<file path="config.mk">
export PLATFORM = sky130hd
export DESIGN_NAME = ef_adc1001_di
export DESIGN_NICKNAME = d
export VERILOG_FILES = /design/src/rtl/ef_adc_pkg.sv /design/src/rtl/ef_sync_fifo.sv /design/src/rtl/ef_adc1001_di.sv
export SDC_FILE = /design/constraint.sdc
export NUM_CORES = 1
export LEC_CHECK = 0
export ABC_AREA = 1
export CAP_MARGIN = 20
export CORE_UTILIZATION = 30
export CTS_BUF_LIST = sky130_fd_sc_hd__clkbuf_16
export CTS_CLUSTER_SIZE = 16
export DETAILED_ROUTE_END_ITERATION = 8
export SYNTH_ARGS = -nofsm -noshare
export SYNTH_HDL_FRONTEND = slang
export SYNTH_SLANG_ARGS = --single-unit
</file>
<file path="constraint.sdc">
create_clock -name clk -period 3 [get_ports clk]
set_clock_uncertainty 0.2 [all_clocks]
set_input_delay 0.45 -clock clk [delete_from_list [all_inputs] [get_ports clk]]
set_output_delay 0.45 -clock clk [all_outputs]
set_load 0.02 [all_outputs]
</file>
<file path="src/rtl/ef_adc_pkg.sv">
// Shared definitions for the ADC capture interface: data/divider widths
// and the conversion FSM state encoding.
package ef_adc_pkg;

    localparam int ADC_DW = 10;
    localparam int DIV_W  = 20;
    localparam int CNT_W  = 16;

    typedef enum logic [1:0] {
        IDLE     = 2'd0,
        START    = 2'd1,
        WAIT_EOC = 2'd2
    } adc_state_t;

endpackage

</file>
<file path="src/rtl/ef_sync_fifo.sv">
// Show-ahead synchronous FIFO: rdata always presents the head entry while
// !empty; level counts 0..DEPTH so it needs one bit more than the pointers.
module ef_sync_fifo #(
    parameter int DW = 10,
    parameter int AW = 5
) (
    input  logic          clk,
    input  logic          rst_n,
    input  logic          wr,
    input  logic          rd,
    input  logic [DW-1:0] wdata,
    output logic [DW-1:0] rdata,
    output logic          full,
    output logic          empty,
    output logic [AW:0]   level
);

    localparam int DEPTH = 2 ** AW;
    localparam logic [AW:0] FULL_LVL = (AW + 1)'(DEPTH);

    logic [DW-1:0] mem [DEPTH];
    logic [AW-1:0] w_ptr;
    logic [AW-1:0] r_ptr;
    logic          wr_ok;
    logic          rd_ok;

    // A write into a full FIFO is refused even when a pop happens in the same
    // cycle; the caller flags that as an overrun.
    assign wr_ok = wr & ~full;
    assign rd_ok = rd & ~empty;

    assign full  = (level == FULL_LVL);
    assign empty = (level == '0);
    assign rdata = mem[r_ptr];

    always_ff @(posedge clk) begin
        if (wr_ok) begin
            mem[w_ptr] <= wdata;
        end
    end

    always_ff @(posedge clk) begin
        if (!rst_n) begin
            w_ptr <= '0;
            r_ptr <= '0;
            level <= '0;
        end else begin
            if (wr_ok) begin
                w_ptr <= w_ptr + 1'b1;
            end
            if (rd_ok) begin
                r_ptr <= r_ptr + 1'b1;
            end
            case ({wr_ok, rd_ok})
                2'b10:   level <= level + 1'b1;
                2'b01:   level <= level - 1'b1;
                default: level <= level;
            endcase
        end
    end

endmodule

</file>
<file path="src/rtl/ef_adc1001_di.sv">
// Capture-side interface for a 10-bit SAR ADC macro: divider-paced
// conversions, EOC synchronisation and a show-ahead result FIFO.
module ef_adc1001_di
    import ef_adc_pkg::*;
#(
    parameter int FIFO_AW     = 5,
    parameter int SOC_CYCLES  = 2,
    parameter int EOC_TIMEOUT = 255
) (
    input  logic               clk,
    input  logic               rst_n,
    input  logic               en,
    input  logic               clk_en,
    input  logic [DIV_W-1:0]   clkdiv,
    input  logic [FIFO_AW:0]   fifo_threshold,
    input  logic               rd,
    input  logic               flags_clr,
    output logic [ADC_DW-1:0]  rdata,
    output logic               empty,
    output logic               full,
    output logic               high,
    output logic [FIFO_AW:0]   level,
    output logic               ovf,
    output logic               late,
    output logic               tmo,
    output logic               adc_en,
    output logic               adc_soc,
    input  logic               adc_eoc,
    input  logic [ADC_DW-1:0]  adc_data,
    output adc_state_t         fsm_state
);

    localparam logic [CNT_W-1:0] SOC_LAST = CNT_W'(SOC_CYCLES - 1);
    localparam logic [CNT_W-1:0] TMO_LAST = CNT_W'(EOC_TIMEOUT - 1);

    logic [DIV_W-1:0]  div_cnt;
    logic              tick;
    logic              div_run;
    logic              eoc_s1;
    logic              eoc_s2;
    logic              eoc_s3;
    logic              eoc_rise;
    adc_state_t        state;
    adc_state_t        state_nx;
    logic [CNT_W-1:0]  cnt;
    logic [CNT_W-1:0]  cnt_nx;
    logic              push_nx;
    logic              push_q;
    logic [ADC_DW-1:0] cap_data;
    logic              tmo_set;
    logic              late_set;
    logic              ovf_set;

    assign adc_en    = en;
    assign fsm_state = state;
    assign div_run   = en & clk_en;

    always_ff @(posedge clk) begin
        if (!rst_n) begin
            div_cnt <= '0;
            tick    <= 1'b0;
        end else begin
            tick <= 1'b0;
            if (div_run) begin
                if (div_cnt == clkdiv) begin
                    div_cnt <= '0;
                    tick    <= 1'b1;
                end else begin
                    div_cnt <= div_cnt + 1'b1;
                end
            end
        end
    end

    // adc_eoc comes from the analog macro's own timing domain.
    always_ff @(posedge clk) begin
        if (!rst_n) begin
            eoc_s1 <= 1'b0;
            eoc_s2 <= 1'b0;
            eoc_s3 <= 1'b0;
        end else begin
            eoc_s1 <= adc_eoc;
            eoc_s2 <= eoc_s1;
            eoc_s3 <= eoc_s2;
        end
    end

    assign eoc_rise = eoc_s2 & ~eoc_s3;

    // cnt times the SOC pulse in START and the timeout in WAIT_EOC.
    always_comb begin
        state_nx = state;
        cnt_nx   = cnt + 1'b1;
        push_nx  = 1'b0;
        tmo_set  = 1'b0;
        if (!en) begin
            state_nx = IDLE;
            cnt_nx   = '0;
        end else begin
            case (state)
                IDLE: begin
                    cnt_nx = '0;
                    if (tick) begin
                        state_nx = START;
                    end
                end
                START: begin
                    if (cnt == SOC_LAST) begin
                        state_nx = WAIT_EOC;
                        cnt_nx   = '0;
                    end
                end
                WAIT_EOC: begin
                    if (eoc_rise) begin
                        push_nx  = 1'b1;
                        state_nx = IDLE;
                        cnt_nx   = '0;
                    end else if (cnt == TMO_LAST) begin
                        tmo_set  = 1'b1;
                        state_nx = IDLE;
                        cnt_nx   = '0;
                    end
                end
                default: begin
                    state_nx = IDLE;
                    cnt_nx   = '0;
                end
            endcase
        end
    end

    always_ff @(posedge clk) begin
        if (!rst_n) begin
            state    <= IDLE;
            cnt      <= '0;
            adc_soc  <= 1'b0;
            push_q   <= 1'b0;
            cap_data <= '0;
        end else begin
            state   <= state_nx;
            cnt     <= cnt_nx;
            adc_soc <= (state_nx == START);
            push_q  <= push_nx;
            if (push_nx) begin
                cap_data <= adc_data;
            end
        end
    end

    // Bus side: rd pops the head only while !empty (ignored otherwise); the
    // converter side pushes once per captured result and never stalls, so a
    // result arriving while full is lost and recorded in ovf.
    ef_sync_fifo #(
        .DW (ADC_DW),
        .AW (FIFO_AW)
    ) u_fifo (
        .clk   (clk),
        .rst_n (rst_n),
        .wr    (push_q),
        .rd    (rd),
        .wdata (cap_data),
        .rdata (rdata),
        .full  (full),
        .empty (empty),
        .level (level)
    );

    assign high     = (level > fifo_threshold);
    assign ovf_set  = push_q & full;
    assign late_set = tick & (state != IDLE);

    always_ff @(posedge clk) begin
        if (!rst_n) begin
            ovf  <= 1'b0;
            late <= 1'b0;
            tmo  <= 1'b0;
        end else begin
            ovf  <= ovf_set  | (ovf  & ~flags_clr);
            late <= late_set | (late & ~flags_clr);
            tmo  <= tmo_set  | (tmo  & ~flags_clr);
        end
    end

endmodule
</file>
==> impl_metrics.env, run 1 <==
export IMPL_hp_class="flip-flop to flip-flop"
export IMPL_hold_viol_final=0
export IMPL_yosysUniqueCellTypes=37
export IMPL_area_growth_pct=24.6
export IMPL_worstReg2RegEnd="u_fifo.level[4]"
export IMPL_ys_ff_latch=398
export IMPL_grt_pass1_vias=12000
export IMPL_setup_viol=0
export IMPL_routed_wl_um=44300
export IMPL_grt_max_degree=60
export IMPL_num_vias=12400
export IMPL_grt_busiest_layer="met2"
export IMPL_endpoint_kind="output port"
export IMPL_slew_headroom_pct=41.5
export IMPL_io_buffer_count=68
export IMPL_wire_per_inst_um=16.8
export IMPL_status="finished clean"
export IMPL_pre_cts_ws_ns=-0.133
export IMPL_grtUsageMet1_pct=20.2
export IMPL_yosysSeqAreaShare_pct=64.9
export IMPL_fillers=5496
export IMPL_drtAntennaViolNets=0
export IMPL_mostFrequentLayoutCells="nand2_1, edfxtp_1, nor2_1"
export IMPL_regArea_um2=11200
export IMPL_critPathRequiredTime_ns=2.35
export IMPL_fmax_mhz=333
export IMPL_multi_input_area_um2=5630
export IMPL_crit_chain="clkinv_8 -> buf_16 -> buf_12 -> nor2_2 -> nor2_2 -> o31ai_4 -> nand2_1 -> nand2_2 -> nand2_2 -> buf_6"
export IMPL_period_minus_slack_ns=3.00
export IMPL_die_x_um=241
export IMPL_nets=1924
export IMPL_yosys_warnings=0
export IMPL_cp_slowest_cell="dfxtp_4"
export IMPL_hold_depth=2
export IMPL_dieArea_um2=58300
export IMPL_cts_sinks=398
export IMPL_antenna_found_initial=1
export IMPL_rr_startpoint="u_fifo.level[2]"
export IMPL_numCtsBuffers=43
export IMPL_syn_area_per_cell_um2=10.1
export IMPL_synth_area_um2=17200
export IMPL_cp_buffers_inverters=4
export IMPL_first_pass_iters=5
export IMPL_reg2reg_slack_ns=0.23
export IMPL_p_int_mw=10.8
export IMPL_arrival_ns=2.35
export IMPL_drive_gt1_share_pct=15.4
export IMPL_fin_ws_ns=0.00101
export IMPL_power_share_clock_pct=32.0
export IMPL_grt_first_pass_wirelength_um=67400
export IMPL_synthTopCellsByArea="edfxtp_1, nand2_1, dfxtp_1, nor2_1, nand3_1"
export IMPL_drt_initial_drc_count=975
export IMPL_async_flop_share_pct=0
export IMPL_gr_usage_met3_pct=2.94
export IMPL_vias_per_cell=4.70
export IMPL_diodes=0
export IMPL_rows=87
export IMPL_clock_root_buffer="clkbuf_16"
export IMPL_dieHeight_um=241
export IMPL_htreeDepth=2
export IMPL_clk_pin_slew_worst_paths_ns=0.06
export IMPL_cts_tree="built"
export IMPL_core_area_um2=56500
export IMPL_routabilityCongestion=0.864
export IMPL_ir_drop_mv=0.438
export IMPL_hpwl_um=26800
export IMPL_p_comb_share_pct=29.9
export IMPL_seq_power_share_pct=38.0
export IMPL_swShare_pct=32.0
export IMPL_place_area_um2=19300
export IMPL_final_common_cell="nand2_1"
export IMPL_path_delay_family="buffers and inverters"
export IMPL_design_area_um2=21400
export IMPL_power_mw=15.9
export IMPL_hold_start="eoc_s1"
export IMPL_p_sw_mw=5.09
export IMPL_critPathLaunchType="flip-flop"
export IMPL_reg2reg_depth=17
export IMPL_rsz0062_at_grt="true"
export IMPL_crit_type="flip-flop to output port"
export IMPL_fin_crit_sh_pct=100
export IMPL_maxCapViolCount=0
export IMPL_drv_slew=0
export IMPL_cp_max_fo=9
export IMPL_cpPeakStageDelay_ns=0.42
export IMPL_ctsLongestPathBuffers=3
export IMPL_initial_core_util_pct=30.5
export IMPL_syn_inst=1705
export IMPL_ios=69
export IMPL_gr_total_overflow=0
export IMPL_worst_pin_slew_ns=0.876
export IMPL_use_met2_pct=24.5
export IMPL_leakage_nw=7.66
export IMPL_yosysTopAreaCell="edfxtp_1"
export IMPL_powerDensity_nw_per_um2=743
export IMPL_drt_drc_violations_left=0
export IMPL_hold_end="eoc_s2"
export IMPL_grt_use_total_pct=15.0
export IMPL_syn_nets=1770
export IMPL_yosysTopAreaCellShare_pct=55.9
export IMPL_synth_edf_count=320
export IMPL_worstSkewPairLatency_ns=0.56
export IMPL_synth_main_ff_cell="edfxtp_1"
## logic make-up after synthesis
logic type                 after synthesis  share of synthesized area (%)
and+or+nand+nor                        859                           20.4
buffers and inverters                  172                           4.26
xor gates and xnor gates                37                           1.88
adders and majority gates               22                           1.60
AOI/OAI and AO/OA                      217                           6.95
DFF                                    398                           64.9
## stage by stage
step                hold slack (ns)  instances  utilization (%)  setup TNS, ns
floorplan                     0.190       1705                -              0
global placement              0.199       2552             34.2        -0.0942
detailed placement            0.202       2552             34.2         -0.133
CTS                           0.213       2631             36.8         -0.646
global route                  0.233       2646             37.9         -0.669
finish                        0.217       2646             37.9              0
## routing by layer
layer | share of wire [%] | routed length (um) | vias up
li1 | - | - | 6077
met1 | 45 | 20000 | 5916
met2 | 46 | 20600 | 370
met3 | 6.4 | 2830 | 65
met4 | 2.1 | 943 | 0
met5 | 0 | 0 | -
## worst min-delay path: cells and delay by family (launching register included)
family                 cells  cell delay (ns)
buffers and inverters      1             0.04
DFF                        1             0.31
and+or+nand+nor            1             0.05
## cell type report
cell class                      count  area share [%]
Clock inverter                     31            1.03
Timing Repair Buffer              186            9.16
Inverter                           95            1.72
Clock buffer                       45            5.25
Sequential cell                   398            52.2
Multi-Input combinational cell   1135            26.3
Tap cell                          756            4.41
## power by group through the flow
stage	Sequential, mW	Combinational (mW)	Clock, mW
CTS	6.04	4.10	5.19
finish	6.06	4.76	5.10
detailed placement	6.15	3.93	0
global route	6.06	5.24	5.40
floorplan	6.15	2.41	0
global placement	6.15	3.88	0
## how the worst max path moves through the flow
stage	start	end	slack [ns]	cells past startpoint
2_1_floorplan	u_fifo.level[2]	u_fifo.level[4]	0.14	17
3_3_place_gp	fifo_threshold[2]	high	-0.09	9
3_5_place_dp	fifo_threshold[2]	high	-0.13	9
4_1_cts	flip-flop	rdata[0]	-0.14	10
5_1_grt	flip-flop	rdata[2]	-0.09	11
6_report	flip-flop	rdata[7]	0.001	10
## what timing repair did
action | in CTS | in global routing
hold buffers | 0 | 0
gates cloned | 3 | 9
buffers inserted | 0 | 6
resized for setup | 55 | 128
endpoints found under the setup margin | 11 | 13
pin swaps | 8 | 48
## Yosys cell counts, types with 3 or more instances
master / count
nand2_2: 5
buf_2: 28
inv_1: 90
o31ai_1: 41
nor2_1: 240
dfxtp_1: 78
nor2_2: 3
edfxtp_1: 320
o21ai_0: 69
nand3_1: 121
nor3_1: 8
xnor2_1: 9
nand2_1: 457
nor3_2: 3
o21ai_1: 3
clkbuf_1: 34
a21oi_1: 100
buf_4: 8
xor2_1: 28
clkinv_1: 3
ha_1: 22
nand4_1: 9
buf_6: 3
buf_1: 4
## registers in the layout (all words and copies together) (netlist names), 2 cells and up, named ones only
register and flops:
u_fifo.level 6, cap_data 10, u_fifo.r_ptr 5, fsm_state 2, div_cnt 20, cnt 16
u_fifo.w_ptr 5, u_fifo.mem 320
No activity file was read; power rests on OpenSTA's default activity.
==> run 2, diff against run 1 <==
- ABC_AREA: 1 -> unset
- SYNTH_HIERARCHICAL: unset -> 1
==> run 2 against run 1 <==
- the run now ends with negative setup slack left
- sequential cell count did not move
- total power is 31% lower
- die area down 5.6%
- worst setup slack worse by 0.20 ns
- final area down 3.0%
- sequential share of layout area grew 1.6 points
- clock power fell by 1%
- register-to-register slack better by 0.28 ns
- critical path depth shrank 3
- first-iteration DRC count down 35%
- utilization up 1.3 points
- final cell count down 25%
- critical endpoint is now rdata[8]
- largest cell class unchanged
- largest power group unchanged
==> impl_metrics.env, run 2 <==
export IMPL_io_buffer_count=68
export IMPL_status="finished, violations left"
export IMPL_fmax_mhz=313
export IMPL_crit_chain="buf_6 -> buf_12 -> mux4_2 -> a22o_4 -> a221o_1 -> or3_4 -> buf_6"
export IMPL_final_common_cell="edfxtp_1"
export IMPL_grt_use_total_pct=14.0
export IMPL_rr_startpoint="u_fifo/level[0]"
export IMPL_clk_pin_slew_worst_paths_ns=0.06
export IMPL_critPathRequiredTime_ns=2.35
export IMPL_critical_path_top_cell_by_count="buf_6"
export IMPL_maxCapViolCount=0
export IMPL_worstReg2RegEnd="u_fifo/level[2]"
export IMPL_place_area_um2=18500
export IMPL_routed_wl_um=38300
export IMPL_drt_initial_drc_count=638
export IMPL_cp_max_fo=5
export IMPL_ir_drop_mv=0.482
export IMPL_reg2reg_slack_ns=0.51
export IMPL_drt_drc_violations_left=0
export IMPL_tns_ns=-0.808
export IMPL_cp_slowest_cell="dfxtp_4"
export IMPL_yosysTopAreaCellShare_pct=59.2
export IMPL_grt_first_pass_wirelength_um=57400
export IMPL_nets=1340
export IMPL_htreeDepth=2
export IMPL_syn_inst=1066
export IMPL_synthTopCellsByArea="edfxtp_1, dfxtp_1, mux4_2, mux2i_1, xor2_1"
export IMPL_yosysUniqueCellTypes=58
export IMPL_core_area_um2=53000
export IMPL_powerDensity_nw_per_um2=531
export IMPL_path_delay_family="compound AO/OA/AOI/OAI gates"
export IMPL_initial_core_util_pct=30.6
export IMPL_area_growth_pct=28.1
export IMPL_slew_headroom_pct=42.7
export IMPL_first_pass_iters=5
export IMPL_yosysTopAreaCell="edfxtp_1"
export IMPL_worstSetupEndpoint="rdata[8]"
export IMPL_grt_pass1_vias=9656
export IMPL_pre_cts_ws_ns=-0.505
export IMPL_hold_ws_ns=0.227
export IMPL_synth_top_family_by_area="multiplexers"
export IMPL_cpPeakStageDelay_ns=0.41
export IMPL_dp_cells=1889
export IMPL_reg2reg_depth=9
export IMPL_hold_depth=1
export IMPL_cts_tree="built"
export IMPL_synthSimpleGateAreaFrac_pct=8.45
export IMPL_cts_sinks=398
export IMPL_synth_xor_area_share_pct=3.35
export IMPL_hpwl_um=24000
export IMPL_mostFrequentLayoutCells="edfxtp_1, buf_4, nor2_1"
export IMPL_syn_nets=1131
export IMPL_crit_cells=7
export IMPL_synth_area_um2=16200
export IMPL_wire_per_inst_um=19.2
export IMPL_critPathLaunchType="flip-flop"
export IMPL_num_vias=9683
export IMPL_antenna_found_initial=0
export IMPL_final_core_util_pct=39.3
export IMPL_rows=84
export IMPL_power_mw=11.0
export IMPL_synth_main_ff_cell="edfxtp_1"
export IMPL_crit_type="flip-flop to output port"
export IMPL_synth_compound_area_share_pct=5.87
export IMPL_hold_viol_final=0
export IMPL_diodes=0
export IMPL_arrival_ns=2.55
export IMPL_yosys_warnings=6
export IMPL_ios=69
export IMPL_vias_per_cell=4.85
export IMPL_gr_total_overflow=0
export IMPL_period_minus_slack_ns=3.20
export IMPL_syn_area_per_cell_um2=15.2
export IMPL_endpoint_kind="output port"
export IMPL_synth_adder_area_share_pct=1.70
export IMPL_synth_common_cells="edfxtp_1, nor2_1, dfxtp_1"
export IMPL_violations="negative setup slack"
export IMPL_yosysSeqAreaShare_pct=68.8
export IMPL_ys_ff_latch=398
export IMPL_ctsLongestPathBuffers=3
export IMPL_worstSkewPairLatency_ns=0.57
export IMPL_leakage_nw=7.75
export IMPL_grt_max_degree=34
export IMPL_drtAntennaViolNets=0
export IMPL_fin_ws_ns=-0.196
export IMPL_largest_reg_flops=320
export IMPL_cp_buffers_inverters=3
export IMPL_async_flop_share_pct=0
export IMPL_rsz0062_at_grt="true"
export IMPL_synth_edf_count=320
export IMPL_numCtsBuffers=42
export IMPL_top_register="u_fifo/mem"
export IMPL_top_regs="u_fifo/mem: 320 flops, div_cnt: 20 flops, cnt: 16 flops"
export IMPL_routabilityCongestion=0.791
export IMPL_dieArea_um2=55000
export IMPL_hp_class="flip-flop to flip-flop"
export IMPL_design_area_um2=20800
export IMPL_die_x_um=235
export IMPL_synthMuxAreaShare_pct=9.68
export IMPL_drv_slew=0
export IMPL_final_cells=1996
export IMPL_clock_root_buffer="clkbuf_16"
export IMPL_dieHeight_um=235
export IMPL_fin_crit_sh_pct=107
export IMPL_worst_pin_slew_ns=0.858
export IMPL_drive_gt1_share_pct=25.8
export IMPL_setup_viol=10
export IMPL_synth_most_common_cell="edfxtp_1"
==> run 2: final cells by class <==
class / count / area [um2]
fillers: 4947 / 32200
flip-flops and latches: 398 / 11200
multi-input cells: 595 / 5230
repair buffers: 214 / 2090
clock buffers: 42 / 1050
well taps: 688 / 861
clock inverters: 35 / 290
inverters: 24 / 90.1
==> run 2: worst min-delay path by stage <==
| stage | endpoint | start | slack (ns) |
|---|---|---|---|
| final | eoc_s2 | eoc_s1 | 0.23 |
| after CTS | cap_data[5] | adc_data[5] | 0.20 |
| after global placement | eoc_s2 | eoc_s1 | 0.22 |
| after global routing | cap_data[5] | adc_data[5] | 0.22 |
| after detailed placement | eoc_s2 | eoc_s1 | 0.22 |
| after floorplan | eoc_s2 | eoc_s1 | 0.21 |
==> run 2: logic make-up (layout without fill, tap and decap cells) <==
family,after synthesis,count (layout)
and+or+nand+nor,270,270
xor gates and xnor gates,62,62
buffers and inverters,73,315
adders and majority gates,22,22
muxes,106,106
DFF,398,398
AOI/OAI and AO/OA,135,135
==> run 2: per-layer routing <==
metal,vias up,routed length (um),share of wire (%),global-route usage [%]
met5,-,0,0,0
met4,0,595,1.6,3.87
met3,41,2370,6.2,2.97
met2,281,17500,46,21.6
met1,4873,17900,47,19.7
li1,4488,-,-,-
==> run 2: what timing repair did <==
action	CTS	global route
hold buffers	0	0
endpoints found under the setup margin	11	11
hold endpoints to repair	0	0
pin swaps	19	22
resized for setup	134	56
cloned	3	1
setup buffers	11	19
==> run 2: power by group <==
group | total (mW) | switching (mW) | internal, mW
sequential | 5.88 | 0.00314 | 5.88
clock | 5.05 | 2.14 | 2.91
combinational | 0.112 | 0.0436 | 0.0681
total | 11.0 | 2.19 | 8.85
